==> src/rtl/pci_tgt_seq_pkg.sv <==
// rtl/pci_tgt_seq_pkg.sv - shared command codes, FSM state enum and defaults for the PCI target sequencer
// Contents:
//   CMD_MEM_RD / CMD_MEM_WR  - cbe_ codes accepted during the address phase
//   DEFAULT_BASE_ADDR        - default target window for ad_in[31:20]
//   tgt_state_e              - sequencer states; ST_RETRY exists only with TGT_TIMEOUT_EN
//   is_mem_cmd()             - true for the two commands this target claims
package pci_tgt_seq_pkg;

    localparam logic [3:0]  CMD_MEM_RD        = 4'b0110;
    localparam logic [3:0]  CMD_MEM_WR        = 4'b0111;
    localparam logic [11:0] DEFAULT_BASE_ADDR = 12'h000;

    typedef enum logic [2:0] {
        ST_IDLE  = 3'd0,
        ST_ADDR  = 3'd1,
        ST_DATA  = 3'd2,
`ifdef TGT_TIMEOUT_EN
        ST_RETRY = 3'd3,
`endif
        ST_SKIP  = 3'd4,
        ST_TURN  = 3'd5
    } tgt_state_e;

    function automatic logic is_mem_cmd(input logic [3:0] cbe);
        return (cbe == CMD_MEM_RD) || (cbe == CMD_MEM_WR);
    endfunction

endpackage

==> src/rtl/pci_tgt_seq_timeout.sv <==
// rtl/pci_tgt_seq_timeout.sv - data-phase wait counter for the PCI target sequencer
// Ports:
//   clk, rst  - rising-edge clock, asynchronous active-high reset
//   clr       - restart the count (data phase entry)
//   inc       - one more data-phase cycle without completion
//   expire    - this increment brings the count to TIMEOUT_CYC-1
module tgt_timeout #(
    parameter int unsigned TIMEOUT_CYC = 16
) (
    input  logic clk,
    input  logic rst,
    input  logic clr,
    input  logic inc,
    output logic expire
);

    localparam int unsigned   CW           = (TIMEOUT_CYC > 1) ? $clog2(TIMEOUT_CYC) : 1;
    localparam logic [CW-1:0] CNT_LAST     = CW'(TIMEOUT_CYC - 1);
    localparam logic [CW-1:0] CNT_PRE_LAST = CW'(TIMEOUT_CYC - 2);

    logic [CW-1:0] cnt_q;
    logic [CW-1:0] cnt_d;

    always_comb begin
        cnt_d = cnt_q;
        if (clr) begin
            cnt_d = '0;
        end else if (inc && (cnt_q != CNT_LAST)) begin
            cnt_d = cnt_q + 1'b1;
        end
    end

    // Flagged one edge early so the sequencer can register the retry
    // outputs on the same edge the count lands on TIMEOUT_CYC-1.
    assign expire = inc && (cnt_q == CNT_PRE_LAST);

    always_ff @(posedge clk or posedge rst) begin
        if (rst) begin
            cnt_q <= '0;
        end else begin
            cnt_q <= cnt_d;
        end
    end

endmodule

==> src/rtl/pci_tgt_seq.sv <==
// rtl/pci_tgt_seq.sv - single-data-phase PCI memory target sequencer feeding a downstream decoder
// Optional feature: define TGT_TIMEOUT_EN to add the data-phase timeout and RETRY state.
// Ports:
//   clk, rst               - rising-edge clock, asynchronous active-high reset
//   frame_, irdy_          - initiator frame / ready (active-low)
//   cbe_, ad_in            - command/byte enables and address/data from the bus
//   tuvv_ready, rd_data    - decoder can accept a data phase / read data from it
//   valid_pci, a_d         - qualifier for ad_to_tuvv, 1 = address phase
//   ad_to_tuvv             - address or write data to the decoder
//   devsel_, trdy_, stop_  - target bus handshake (active-low)
//   ad_out, ad_oe          - read data onto the bus and its drive enable
//   is_wr                  - direction latched at the address phase
// All outputs are registered: each edge computes the values for the following cycle.
module pci_tgt_seq
    import pci_tgt_seq_pkg::*;
#(
    parameter logic [11:0] BASE_ADDR   = DEFAULT_BASE_ADDR,
    parameter int unsigned TIMEOUT_CYC = 16
) (
    input  logic        clk,
    input  logic        rst,
    input  logic        frame_,
    input  logic        irdy_,
    input  logic [3:0]  cbe_,
    input  logic [31:0] ad_in,
    input  logic        tuvv_ready,
    input  logic [31:0] rd_data,
    output logic        valid_pci,
    output logic        a_d,
    output logic [31:0] ad_to_tuvv,
    output logic        devsel_,
    output logic        trdy_,
    output logic        stop_,
    output logic [31:0] ad_out,
    output logic        ad_oe,
    output logic        is_wr
);

    tgt_state_e  state_q,      state_d;
    logic        frame_prev_q, frame_prev_d;
    logic        is_wr_q,      is_wr_d;
    logic        valid_q,      valid_d;
    logic        a_d_q,        a_d_d;
    logic [31:0] ad_to_q,      ad_to_d;
    logic        devsel_n_q,   devsel_n_d;
    logic        trdy_n_q,     trdy_n_d;
    logic        stop_n_q,     stop_n_d;
    logic [31:0] ad_out_q,     ad_out_d;
    logic        ad_oe_q,      ad_oe_d;

    logic start;
    logic hit;
    logic master_abort;
    logic cmpl;

    // frame_prev resets low, so a frame_ held low across reset never counts as a start.
    assign start        = frame_prev_q && !frame_;
    assign hit          = (ad_in[31:20] == BASE_ADDR) && is_mem_cmd(cbe_);
    assign master_abort = frame_ && irdy_;
    assign cmpl         = !irdy_ && tuvv_ready;

`ifdef TGT_TIMEOUT_EN
    logic tmo_clr;
    logic tmo_inc;
    logic tmo_expire;

    assign tmo_clr = (state_q == ST_ADDR) && !master_abort;
    assign tmo_inc = (state_q == ST_DATA) && !master_abort && !cmpl;

    tgt_timeout #(
        .TIMEOUT_CYC (TIMEOUT_CYC)
    ) u_timeout (
        .clk    (clk),
        .rst    (rst),
        .clr    (tmo_clr),
        .inc    (tmo_inc),
        .expire (tmo_expire)
    );
`endif

    always_comb begin
        state_d      = state_q;
        frame_prev_d = frame_;
        is_wr_d      = is_wr_q;
        valid_d      = 1'b0;
        a_d_d        = 1'b0;
        ad_to_d      = 32'h0;
        devsel_n_d   = 1'b1;
        trdy_n_d     = 1'b1;
        stop_n_d     = 1'b1;
        ad_out_d     = 32'h0;
        ad_oe_d      = 1'b0;

        case (state_q)
            ST_IDLE: begin
                if (start) begin
                    if (hit) begin
                        // The ad_to_tuvv register itself holds the latched address
                        // for the single address-phase cycle.
                        state_d    = ST_ADDR;
                        is_wr_d    = (cbe_ == CMD_MEM_WR);
                        valid_d    = 1'b1;
                        a_d_d      = 1'b1;
                        ad_to_d    = ad_in;
                        devsel_n_d = 1'b0;
                    end else begin
                        state_d = ST_SKIP;
                    end
                end
            end
            ST_ADDR: begin
                if (master_abort) begin
                    state_d = ST_TURN;
                end else begin
                    state_d    = ST_DATA;
                    devsel_n_d = 1'b0;
                end
            end
            ST_DATA: begin
                if (master_abort) begin
                    state_d = ST_TURN;
                end else if (cmpl) begin
                    state_d    = ST_TURN;
                    valid_d    = 1'b1;
                    devsel_n_d = 1'b0;
                    trdy_n_d   = 1'b0;
                    // Initiator still framing means it wants more: disconnect with data.
                    stop_n_d   = frame_;
                    if (is_wr_q) begin
                        ad_to_d = ad_in;
                    end else begin
                        ad_out_d = rd_data;
                        ad_oe_d  = 1'b1;
                    end
`ifdef TGT_TIMEOUT_EN
                end else if (tmo_expire) begin
                    state_d    = ST_RETRY;
                    devsel_n_d = 1'b0;
                    stop_n_d   = 1'b0;
`endif
                end else begin
                    devsel_n_d = 1'b0;
                end
            end
`ifdef TGT_TIMEOUT_EN
            ST_RETRY: begin
                if (frame_) begin
                    state_d = ST_TURN;
                end else begin
                    devsel_n_d = 1'b0;
                    stop_n_d   = 1'b0;
                end
            end
`endif
            ST_SKIP: begin
                if (frame_ && irdy_) begin
                    state_d = ST_IDLE;
                end
            end
            ST_TURN: begin
                state_d = ST_IDLE;
            end
            default: begin
                state_d = ST_IDLE;
            end
        endcase
    end

    always_ff @(posedge clk or posedge rst) begin
        if (rst) begin
            state_q      <= ST_IDLE;
            frame_prev_q <= 1'b0;
            is_wr_q      <= 1'b0;
            valid_q      <= 1'b0;
            a_d_q        <= 1'b0;
            ad_to_q      <= 32'h0;
            devsel_n_q   <= 1'b1;
            trdy_n_q     <= 1'b1;
            stop_n_q     <= 1'b1;
            ad_out_q     <= 32'h0;
            ad_oe_q      <= 1'b0;
        end else begin
            state_q      <= state_d;
            frame_prev_q <= frame_prev_d;
            is_wr_q      <= is_wr_d;
            valid_q      <= valid_d;
            a_d_q        <= a_d_d;
            ad_to_q      <= ad_to_d;
            devsel_n_q   <= devsel_n_d;
            trdy_n_q     <= trdy_n_d;
            stop_n_q     <= stop_n_d;
            ad_out_q     <= ad_out_d;
            ad_oe_q      <= ad_oe_d;
        end
    end

    assign valid_pci  = valid_q;
    assign a_d        = a_d_q;
    assign ad_to_tuvv = ad_to_q;
    assign devsel_    = devsel_n_q;
    assign trdy_      = trdy_n_q;
    assign stop_      = stop_n_q;
    assign ad_out     = ad_out_q;
    assign ad_oe      = ad_oe_q;
    assign is_wr      = is_wr_q;

endmodule

==> config.mk <==
export PLATFORM = sky130hd
export DESIGN_NAME = pci_tgt_seq
export DESIGN_NICKNAME = d
export VERILOG_FILES = /design/src/rtl/pci_tgt_seq_pkg.sv /design/src/rtl/pci_tgt_seq_timeout.sv /design/src/rtl/pci_tgt_seq.sv
export SDC_FILE = /design/constraint.sdc
export NUM_CORES = 1
export LEC_CHECK = 0
export CAP_MARGIN = 20
export CORE_MARGIN = 4
export CORE_UTILIZATION = 35
export DETAILED_ROUTE_END_ITERATION = 7
export PLACE_DENSITY = 0.88
export SLEW_MARGIN = 5
export SYNTH_ARGS = -nofsm -noshare
export SYNTH_HDL_FRONTEND = slang
export SYNTH_SLANG_ARGS = --single-unit
==> constraint.sdc <==
create_clock -name clk -period 2.4 [get_ports clk]
set_input_delay 0.48 -clock clk [delete_from_list [all_inputs] [get_ports clk]]
set_output_delay 0.48 -clock clk [all_outputs]
set_load 0.02 [all_outputs]
==> flow_metrics.env <==
export IMPL_hold_violations=0
export IMPL_slew_viol_final=0
export IMPL_maxCapViolCount=0
export IMPL_period_needed_ns=1.936
export IMPL_max_freq_ghz=0.5166
export IMPL_cts_tree="done"
export IMPL_diodes=0
export IMPL_drc=0
export IMPL_endpoint_kind="output pin"
export IMPL_fin_nets=415
export IMPL_start_kind="flop"
export IMPL_totalNegativeSetupSlack_ns=0
export IMPL_core_region_area_um2=7408
export IMPL_drtAntennaViolNets=0
export IMPL_grt_overflow=0
export IMPL_crit_path_start="trdy_$_DFF_PP1_"
export IMPL_post_cts_buffers=0
export IMPL_hold_buffers=0
export IMPL_crit_path_max_incr_delay_ns=0.61
export IMPL_hpwl_mm=5.103
export IMPL_ys_warn_count=0
export IMPL_num_vias=1922
export IMPL_seq_area_frac_synth_pct=68.98
export IMPL_portBuffers=143
export IMPL_drt_iter0_drc=38
export IMPL_p_per_area_nw_per_um2=575.3
export IMPL_syn_area_per_cell_um2=14.43
export IMPL_syn_cell_area_um2=2726
export IMPL_firstDrtPassIters=4
export IMPL_cp_depth=1
export IMPL_fin_util_pct=60.68
export IMPL_cts_buffer_depth=2
export IMPL_dieArea_um2=9266
export IMPL_cp_num_buf_inv=1
export IMPL_synth_seq_cells=75
export IMPL_die_h_um=96.26
export IMPL_rows=31
export IMPL_drt_wirelength_per_cell_um=14.49
export IMPL_tightest_slew_ns=0.4874
export IMPL_path_delay_family="buffers and inverters"
export IMPL_crit_chain="clkdlybuf4s50_1"
export IMPL_cts_resized=0
export IMPL_cp_data_arrival_time_ns=1.46
export IMPL_ir_drop_mv=0.4111
export IMPL_ys_types=29
export IMPL_fillers=578
export IMPL_gp_congestion=0.9045
export IMPL_final_cell_mix="clkdlybuf4s50_1, dfrtp_1, and2_1"
export IMPL_setup_viol_count_final=0
export IMPL_total_power_mw=2.586
export IMPL_whs_ns=0.5544
export IMPL_min_path_type="flop to flop"
export IMPL_r2r_start="state_q[0]$_DFFE_PP0P_"
export IMPL_drive_above_1_share_pct=16.71
export IMPL_grtUsageTotal_pct=14.54
export IMPL_via_per_inst=4.309
export IMPL_seqCellArea_um2=1881
export IMPL_period_share_pct=80.65
export IMPL_cp_endpoint="trdy_"
export IMPL_ios=144
export IMPL_synth_cells=189
export IMPL_rsz0062_at_grt="false"
export IMPL_worst_slack_ns=0.4644
export IMPL_status="completed"
export IMPL_relSlewSlack_pct=67.50
export IMPL_criticalPathCategory="flop to output pin"
export IMPL_multi_input_area_um2=749.5
export IMPL_path_clk_slew_ns=0.08
export IMPL_routed_wl_mm=6.461
export IMPL_antenna_found_initial=0
export IMPL_layout_commonest_cell="clkdlybuf4s50_1"
export IMPL_cts_buffers=9
export IMPL_syn_to_final_growth_pct=64.89
export IMPL_leakage_nw=2.002
export IMPL_syn_nets=262
export IMPL_finClkSkew_ns=0.01241
export IMPL_path_max_fanout=1
export IMPL_grt_pass1_wl_mm=9.798
export IMPL_grt_start_max_net_pins=42
export IMPL_reg2regPathDepth=4
export IMPL_grt_pass1_vias=1996
export IMPL_crit_required_ns=1.92
export IMPL_fp_dieW_um=96.26
export IMPL_clk_latency_ns=0.33
export IMPL_r2r_end="ad_to_tuvv[20]$_DFF_PP0_"
export IMPL_htreeDepth=3
export IMPL_dp_slack_ns=0.06079
export IMPL_cts_root_buf="clkbuf_8"
export IMPL_cpMaxStageDelayCell="clkdlybuf4s50_1"
export IMPL_initial_core_util_pct=36.80
export IMPL_r2r_slack_ns=0.68
export IMPL_cts_sinks=75
[per-stage QoR]
step / std cells / instance area, µm²
4_1_cts: 446 / 4496
3_5_place_dp: 430 / 4262
3_3_place_gp: 430 / 4262
5_1_grt: 446 / 4496
2_1_floorplan: 189 / 2726
6_report: 446 / 4496
[worst min path at each step]
stage	startpoint	endpoint	slack (ns)	cells past startpoint
3_3_place_gp	state_q[2]$_DFFE_PP0P_	state_q[0]$_DFFE_PP0P_	0.51	1
4_1_cts	state_q[2]$_DFFE_PP0P_	state_q[0]$_DFFE_PP0P_	0.56	1
3_5_place_dp	state_q[2]$_DFFE_PP0P_	state_q[0]$_DFFE_PP0P_	0.55	1
2_1_floorplan	state_q[1]$_DFFE_PP0P_	trdy_$_DFF_PP1_	0.46	1
6_report	state_q[2]$_DFFE_PP0P_	state_q[0]$_DFFE_PP0P_	0.55	1
5_1_grt	state_q[2]$_DFFE_PP0P_	state_q[0]$_DFFE_PP0P_	0.58	1
[area by class of cell]
cell class,count,share of cell area [%]
Multi-Input combinational cell,103,16.67
Sequential cell,75,41.83
Clock inverter,4,2.199
Inverter,3,0.2505
Tap cell,99,2.755
Timing Repair Buffer,150,33.29
Clock buffer,12,3.006
[cell families after synthesis]
family | after synthesis | synth area share [%]
muxes | 1 | 0.3672
buffers and inverters | 11 | 3.625
and+or+nand+nor | 91 | 24.37
DFF | 75 | 68.98
AOI/OAI and AO/OA | 11 | 2.662
[power by group]
| group | total, mW | switching (mW) | internal, mW |
|---|---|---|---|
| Clock | 1.13 | 0.434 | 0.695 |
| Sequential | 1.27 | 0.00658 | 1.27 |
| Combinational | 0.183 | 0.0552 | 0.128 |
[sequential cells by signal, summed over array words and instances (netlist names)]
register,flops
frame_prev_q,1
a_d,1
valid_pci,1
is_wr,1
ad_oe,1
state_q,3
stop_,1
trdy_,1
devsel_,1
ad_to_tuvv,32
ad_out,32
[metal layers]
metal,vias to the layer above,global-route usage (%),wire [µm]
li1,903,-,-
met1,911,15.08,2328
met2,101,25.30,3322
met3,7,6.802,742
met4,0,5.687,68
met5,-,0,0
[Yosys cell counts, drive strengths merged]
cell type / count / area (µm²)
and3b: 1 / 8.760
dfstp: 3 / 78.83
or2: 1 / 6.260
clkbuf: 3 / 11.26
nand2b: 3 / 18.77
buf: 5 / 76.32
and3: 1 / 6.260
and2b: 2 / 15.01
nor2b: 32 / 310.3
a221oi: 1 / 8.760
dfrtp: 72 / 1802
nor2: 7 / 26.28
o21a: 1 / 15.01
nor4: 3 / 18.77
o21ai: 4 / 20.02
and2: 32 / 200.2
nor4bb: 1 / 10.01
nand4: 2 / 12.51
nand3: 1 / 5.000
o221ai: 1 / 8.760
inv: 3 / 11.26
mux2i: 1 / 10.01
nand2: 4 / 15.01
a21oi: 4 / 20.02
or4: 1 / 11.26
Power figures use the tool's default switching activity.
